File: src/rtl/ifetch_byte_assembler.sv
// Purpose : fetch front end; issues byte addresses to the memory controller and
//           assembles four little-endian bytes into a 32-bit instruction.
// Latency : inst_valid 5 edges after the first issue on a free bus; 1 edge on a cache hit.
// Backpressure: the word is held in HOLD until inst_ready; fetch_mem_rdy=0 stalls issue; rdy_in=0 freezes.
//
// Ports:
//   clk_in, rst_n_in           clock, asynchronous active-low reset
//   rdy_in                     global enable (0 = freeze, the in-flight byte is reissued later)
//   fetch_req_addr             byte address to memory (pc + issue_cnt, pc + 4 while holding)
//   fetch_mem_rdy, mem_byte    address accepted this cycle / data for last cycle's address
//   redirect_valid/_pc         flush and restart at {redirect_pc[31:2],2'b00}
//   inst_valid/_out/_pc/_ready instruction handshake to the decoder
//
// Optional build macro ICACHE_EN adds a direct-mapped one-word-per-line cache of
// ICACHE_LINES entries, looked up at the start of each instruction.

module ifetch_byte_assembler #(
    parameter logic [31:0] RESET_PC     = 32'h0000_0000,
    parameter int          ICACHE_LINES = 32
) (
    input  logic        clk_in,
    input  logic        rst_n_in,
    input  logic        rdy_in,
    output logic [31:0] fetch_req_addr,
    input  logic        fetch_mem_rdy,
    input  logic [7:0]  mem_byte,
    input  logic        redirect_valid,
    input  logic [31:0] redirect_pc,
    output logic        inst_valid,
    output logic [31:0] inst_out,
    output logic [31:0] inst_pc,
    input  logic        inst_ready
);

    typedef enum logic {FETCH = 1'b0, HOLD = 1'b1} state_t;

    state_t      state;
    logic [31:0] pc;
    logic [2:0]  issue_cnt;   // bytes issued for the current word (0..4)
    logic [2:0]  recv_cnt;    // bytes received for the current word (0..4)
    logic        inflight;    // a byte for lane `slot` returns this cycle
    logic [1:0]  slot;
    logic [23:0] asm_bytes;   // lanes 0..2; lane 3 is merged straight into inst_out
    logic [31:0] full_word;
    logic        cache_hit;
    logic [31:0] hit_word;

    assign full_word = {mem_byte, asm_bytes};

    always_comb begin
        fetch_req_addr = pc + {29'd0, issue_cnt};
        if (state == HOLD) begin
            fetch_req_addr = pc + 32'd4;
        end
    end

`ifdef ICACHE_EN
    localparam int IDX_W = $clog2(ICACHE_LINES);
    localparam int TAG_W = 30 - IDX_W;

    logic [ICACHE_LINES-1:0] line_vld;
    logic [TAG_W-1:0]        line_tag  [ICACHE_LINES];
    logic [31:0]             line_word [ICACHE_LINES];
    logic [IDX_W-1:0]        idx;
    logic                    cache_fill;

    assign idx        = pc[IDX_W+1:2];
    // Only a lookup at the very start of a word may hit; inflight is always 0 there.
    assign cache_hit  = (state == FETCH) && (issue_cnt == 3'd0) && (recv_cnt == 3'd0) &&
                        line_vld[idx] && (line_tag[idx] == pc[31:IDX_W+2]);
    assign hit_word   = line_word[idx];
    assign cache_fill = rdy_in && !redirect_valid && (state == FETCH) && inflight && (slot == 2'd3);

    always_ff @(posedge clk_in or negedge rst_n_in) begin
        if (!rst_n_in) begin
            line_vld <= '0;
        end else if (cache_fill) begin
            line_vld[idx] <= 1'b1;
        end
    end

    always_ff @(posedge clk_in) begin
        if (cache_fill) begin
            line_tag[idx]  <= pc[31:IDX_W+2];
            line_word[idx] <= full_word;
        end
    end
`else
    logic unused_cfg;
    assign unused_cfg = (ICACHE_LINES > 1);
    assign cache_hit  = 1'b0;
    assign hit_word   = 32'd0;
`endif

    always_ff @(posedge clk_in or negedge rst_n_in) begin
        if (!rst_n_in) begin
            state      <= FETCH;
            pc         <= RESET_PC;
            issue_cnt  <= 3'd0;
            recv_cnt   <= 3'd0;
            inflight   <= 1'b0;
            slot       <= 2'd0;
            asm_bytes  <= 24'd0;
            inst_valid <= 1'b0;
            inst_out   <= 32'd0;
            inst_pc    <= 32'd0;
        end else if (redirect_valid) begin
            // Clearing inflight makes the byte returning next cycle be ignored.
            state      <= FETCH;
            pc         <= {redirect_pc[31:2], 2'b00};
            issue_cnt  <= 3'd0;
            recv_cnt   <= 3'd0;
            inflight   <= 1'b0;
            inst_valid <= 1'b0;
        end else if (!rdy_in) begin
            // The returning byte is dropped, so rewind issue to what was actually received.
            inflight  <= 1'b0;
            issue_cnt <= recv_cnt;
        end else begin
            case (state)
                FETCH: begin
                    inflight <= 1'b0;
                    if (cache_hit) begin
                        inst_out   <= hit_word;
                        inst_pc    <= pc;
                        inst_valid <= 1'b1;
                        state      <= HOLD;
                    end else begin
                        if ((issue_cnt != 3'd4) && fetch_mem_rdy) begin
                            issue_cnt <= issue_cnt + 3'd1;
                            inflight  <= 1'b1;
                            slot      <= issue_cnt[1:0];
                        end
                        // Data belongs to last cycle's accepted address, so it is
                        // captured regardless of this cycle's fetch_mem_rdy.
                        if (inflight) begin
                            recv_cnt <= recv_cnt + 3'd1;
                            case (slot)
                                2'd0: asm_bytes[7:0]   <= mem_byte;
                                2'd1: asm_bytes[15:8]  <= mem_byte;
                                2'd2: asm_bytes[23:16] <= mem_byte;
                                default: begin
                                    inst_out   <= full_word;
                                    inst_pc    <= pc;
                                    inst_valid <= 1'b1;
                                    state      <= HOLD;
                                end
                            endcase
                        end
                    end
                end
                HOLD: begin
                    inflight <= 1'b0;
                    if (inst_ready) begin
                        inst_valid <= 1'b0;
                        pc         <= pc + 32'd4;
                        issue_cnt  <= 3'd0;
                        recv_cnt   <= 3'd0;
                        state      <= FETCH;
                    end
                end
                default: state <= FETCH;
            endcase
        end
    end

endmodule

File: config.mk
export PLATFORM = sky130hd
export DESIGN_NAME = ifetch_byte_assembler
export DESIGN_NICKNAME = d
export VERILOG_FILES = /design/src/rtl/ifetch_byte_assembler.sv
export SDC_FILE = /design/constraint.sdc
export NUM_CORES = 1
export LEC_CHECK = 0
export CAP_MARGIN = 40
export CORE_MARGIN = 2
export CORE_UTILIZATION = 25
export CTS_CLUSTER_DIAMETER = 30
export DETAILED_ROUTE_END_ITERATION = 16
export DONT_BUFFER_PORTS = 1
export MAX_ROUTING_LAYER = met4
export SLEW_MARGIN = 20
export SYNTH_ARGS = -nofsm -noshare
export SYNTH_HDL_FRONTEND = slang
export SYNTH_SLANG_ARGS = --single-unit
File: constraint.sdc
create_clock -name clk_in -period 4.2 [get_ports clk_in]
set_clock_uncertainty 0.05 [all_clocks]
set_input_delay 0.84 -clock clk_in [delete_from_list [all_inputs] [get_ports clk_in]]
set_output_delay 0.84 -clock clk_in [all_outputs]
set_load 0.005 [all_outputs]
==> flow_summary.toml <==
[timing]
setup_viol = 0
holdWs_ns = 0.06997
timing.fmax_mhz = 281.2
final.min_clock_period_ns = 3.556
final.setup.tns_ns = 0
fin_crit_sh = 0.8467
drv_slew = 0
final_hold_viol_count = 0
slew_headroom = 0.4383
rsz0062_at_grt = "no"
worst_pin_slew_ns = 0.8348

[clocking]
worstSkewPairLatency_ns = 0.41
clockBufferDepth = 2
cts_setup_buffers = 0
cts.reportedPaths.clkPinSlew_ns = 0.06
hold_buffers = 0
ctsHtreeMaxLevel = 4
tritoncts.num_buffers = 17
cts_tree = "built"
numClockSinks = 127
clockRootBuffer = "clkbuf_16"
post_cts_resized = 0

[detailed_routing]
drt-initial-drc-count = 311
viasPerCell = 4.837
post-route-drc-count = 0
dr.pass1.iters = 5
wl_per_cell_um = 19.25
vias = 4290
totalWireLength_mm = 17.08
ant_nets = 0

[run_status]
status = "finished, final reports clean"

[worst_setup_path]
cp-start-kind = "register"
end_kind = "primary output"
worstSetupPathType = "register to primary output"
r2r_slack_ns = 1.62
worstPathMaxFanout = 11
critPathMaxStageDelay_ns = 0.83
cp.arrival_ns = 2.67
path_delay_family = "simple AND/OR/NAND/NOR gates"
critPathRequiredTime_ns = 3.31
cp_cell_sequence = "nand4_1 -> or4_1 -> nor3_1 -> xor2_1"
cp_num_buf_inv = 0
regToRegStartpoint = "pc[8]"
critPathLaunch = "pc[8]"
cp_slowest_cell = "or4_1"

[logic_synthesis]
synth-xor-area-share = 0.06060
synth_compound_area_frac = 0.06181
synth_edf_count = 0
syn_area_per_cell_sq_um = 11.00
yosysSeqAreaShare = 0.5114
synth-simple-area-share = 0.1540
synth_ff_type = "dfrtp_1"
synth_top_family_by_area = "multiplexers"
yosysWarnings = 0
syn_area_sq_um = 6215
async_flop_share = 1.000
ys_types = 50
synthCells = 565
synth_mux_area_frac = 0.1625
synth-seq-cells = 127
synthAdderAreaFrac = 0.01007

[cells_and_area]
final_common_cell = "dfrtp_1"
nFillCells = 2519
layout_common_cells = "127 x dfrtp_1, 87 x mux2_2, 50 x nand2_1, 33 x xnor2_1, 33 x nor2_1"
syn2layout_area_growth_pct = 14.52
ff_latch_area_sq_um = 3178
multi_input_area_sq_um = 2805
final_nets = 601
drive_above_1_share = 0.2313

[worst_hold_path]
hold_path_class = "primary input to asynchronous set/reset pin"

[grt]
grt_usage = 0.1351
grt_first_pass_wirelength_mm = 25.90
grt_pass1_vias = 4278
grt_max_degree = 128
grt.overflow.total = 0
antenna_found_initial = 1

[die]
fp-row-count = 57
dieWidth_um = 161.7
fp.coreArea_sq_um = 24390
fp.dieH_um = 161.7
die_area_sq_um = 26140
start_util = 0.2548
ios = 143

[placed_design]
io_buffers = 0
gp_congestion = 0.8165
dp_hpwl_mm = 12.24

[power]
p_leak_nw = 3.053
pwr_density_cell_nw_per_um2 = 446.4
max-vdd-ir-drop_v = 0.0002404

[job]
drv_cap = 0
[per-stage QoR]
stage / power, mW / instance area [sq um] / worst slack [ns] / instances / util
after global placement: 1.647 / 6476 / 1.119 / 852 / 0.2655
final: 3.177 / 7117 / 0.6437 / 887 / 0.2918
after global routing: 3.300 / 7117 / 0.4359 / 887 / 0.2918
after detailed placement: 1.655 / 6484 / 1.095 / 853 / 0.2658
after CTS: 3.214 / 7099 / 0.6456 / 884 / 0.2911
after floorplan: 1.598 / 6218 / 1.648 / 566 / -
[flip-flops by register name (all words and copies together) (netlist names)]
register / flops
inst_out: 32
inst_valid: 1
pc: 30
inst_pc: 30
state: 1
inflight: 1
recv_cnt: 3
slot: 2
asm_bytes: 24
issue_cnt: 3
[synthesized netlist by cell type (all sizes together) (2+ instances only)]
master	instances	share of area
and2	6	0.0060
nand2	50	0.030
xor2	10	0.014
nor2	34	0.021
o21ai	25	0.020
a21oi	6	0.0048
a311o	4	0.0064
ha	5	0.010
nor4	12	0.013
nand2b	2	0.0020
or3b	2	0.0028
or4	6	0.0072
and3	4	0.0040
nand4	25	0.028
and4	2	0.0028
nand3	19	0.015
buf	20	0.017
or3	3	0.0030
mux2	87	0.16
a221oi	3	0.0042
clkbuf	21	0.013
xnor2	33	0.047
inv	14	0.0085
o31ai	4	0.0048
nand4b	2	0.0028
nor3	13	0.011
dfrtp	127	0.51
mux2i	3	0.0048
a31oi	9	0.0091
[cells by family (layout without fill, tap and decap cells)]
kind of cell	after synthesis	count (layout)
compound gates	60	60
xor+xnor	43	43
fa+ha+maj	5	5
buf+inv	55	51
flops	127	127
mux	90	90
other cells	1	3
simple gates	184	184
[layout make-up]
| cell class | instances | share of cell area |
|---|---|---|
| Sequential cell | 127 | 0.4466 |
| Timing Repair Buffer | 6 | 0.008087 |
| Tap cell | 324 | 0.05696 |
| Antenna cell | 1 | 0.0003516 |
| Clock inverter | 13 | 0.02479 |
| Inverter | 14 | 0.007384 |
| Clock buffer | 18 | 0.06171 |
| Multi-Input combinational cell | 384 | 0.3942 |
[worst register-to-register path, stage by stage (launching register included)]
cell and delay, ns:
dfrtp_1 0.49, nand4_1 0.41, or4_1 0.83, or4_1 0.56
a31oi_1 0.17
[per-layer routing]
layer | up-vias | part of all wire | track usage
li1 | 1978 | - | -
met1 | 2128 | 0.43 | 0.1659
met2 | 175 | 0.45 | 0.2005
met3 | 9 | 0.12 | 0.06793
met4 | 0 | 0.0091 | 0.02896
met5 | - | 0 | -
[report_power, final]
group / total, mW / internal, mW / switching [mW]
registers: 1.43 / 1.32 / 0.111
clock network: 1.55 / 0.961 / 0.585
logic: 0.199 / 0.106 / 0.0925
total: 3.18 / 2.39 / 0.788
[path summary, 6_finish.rpt]
kind / endpoint / cells after the start
max: fetch_req_addr[20] / 4
min: inst_out[17] / 0
max reg2reg: pc[22] / 4
min reg2reg: asm_bytes[14] / 1
max in group asynchronous: pc[13] / 0
min in group clk_in: asm_bytes[14] / 1
(Power assumes the default switching activity.)
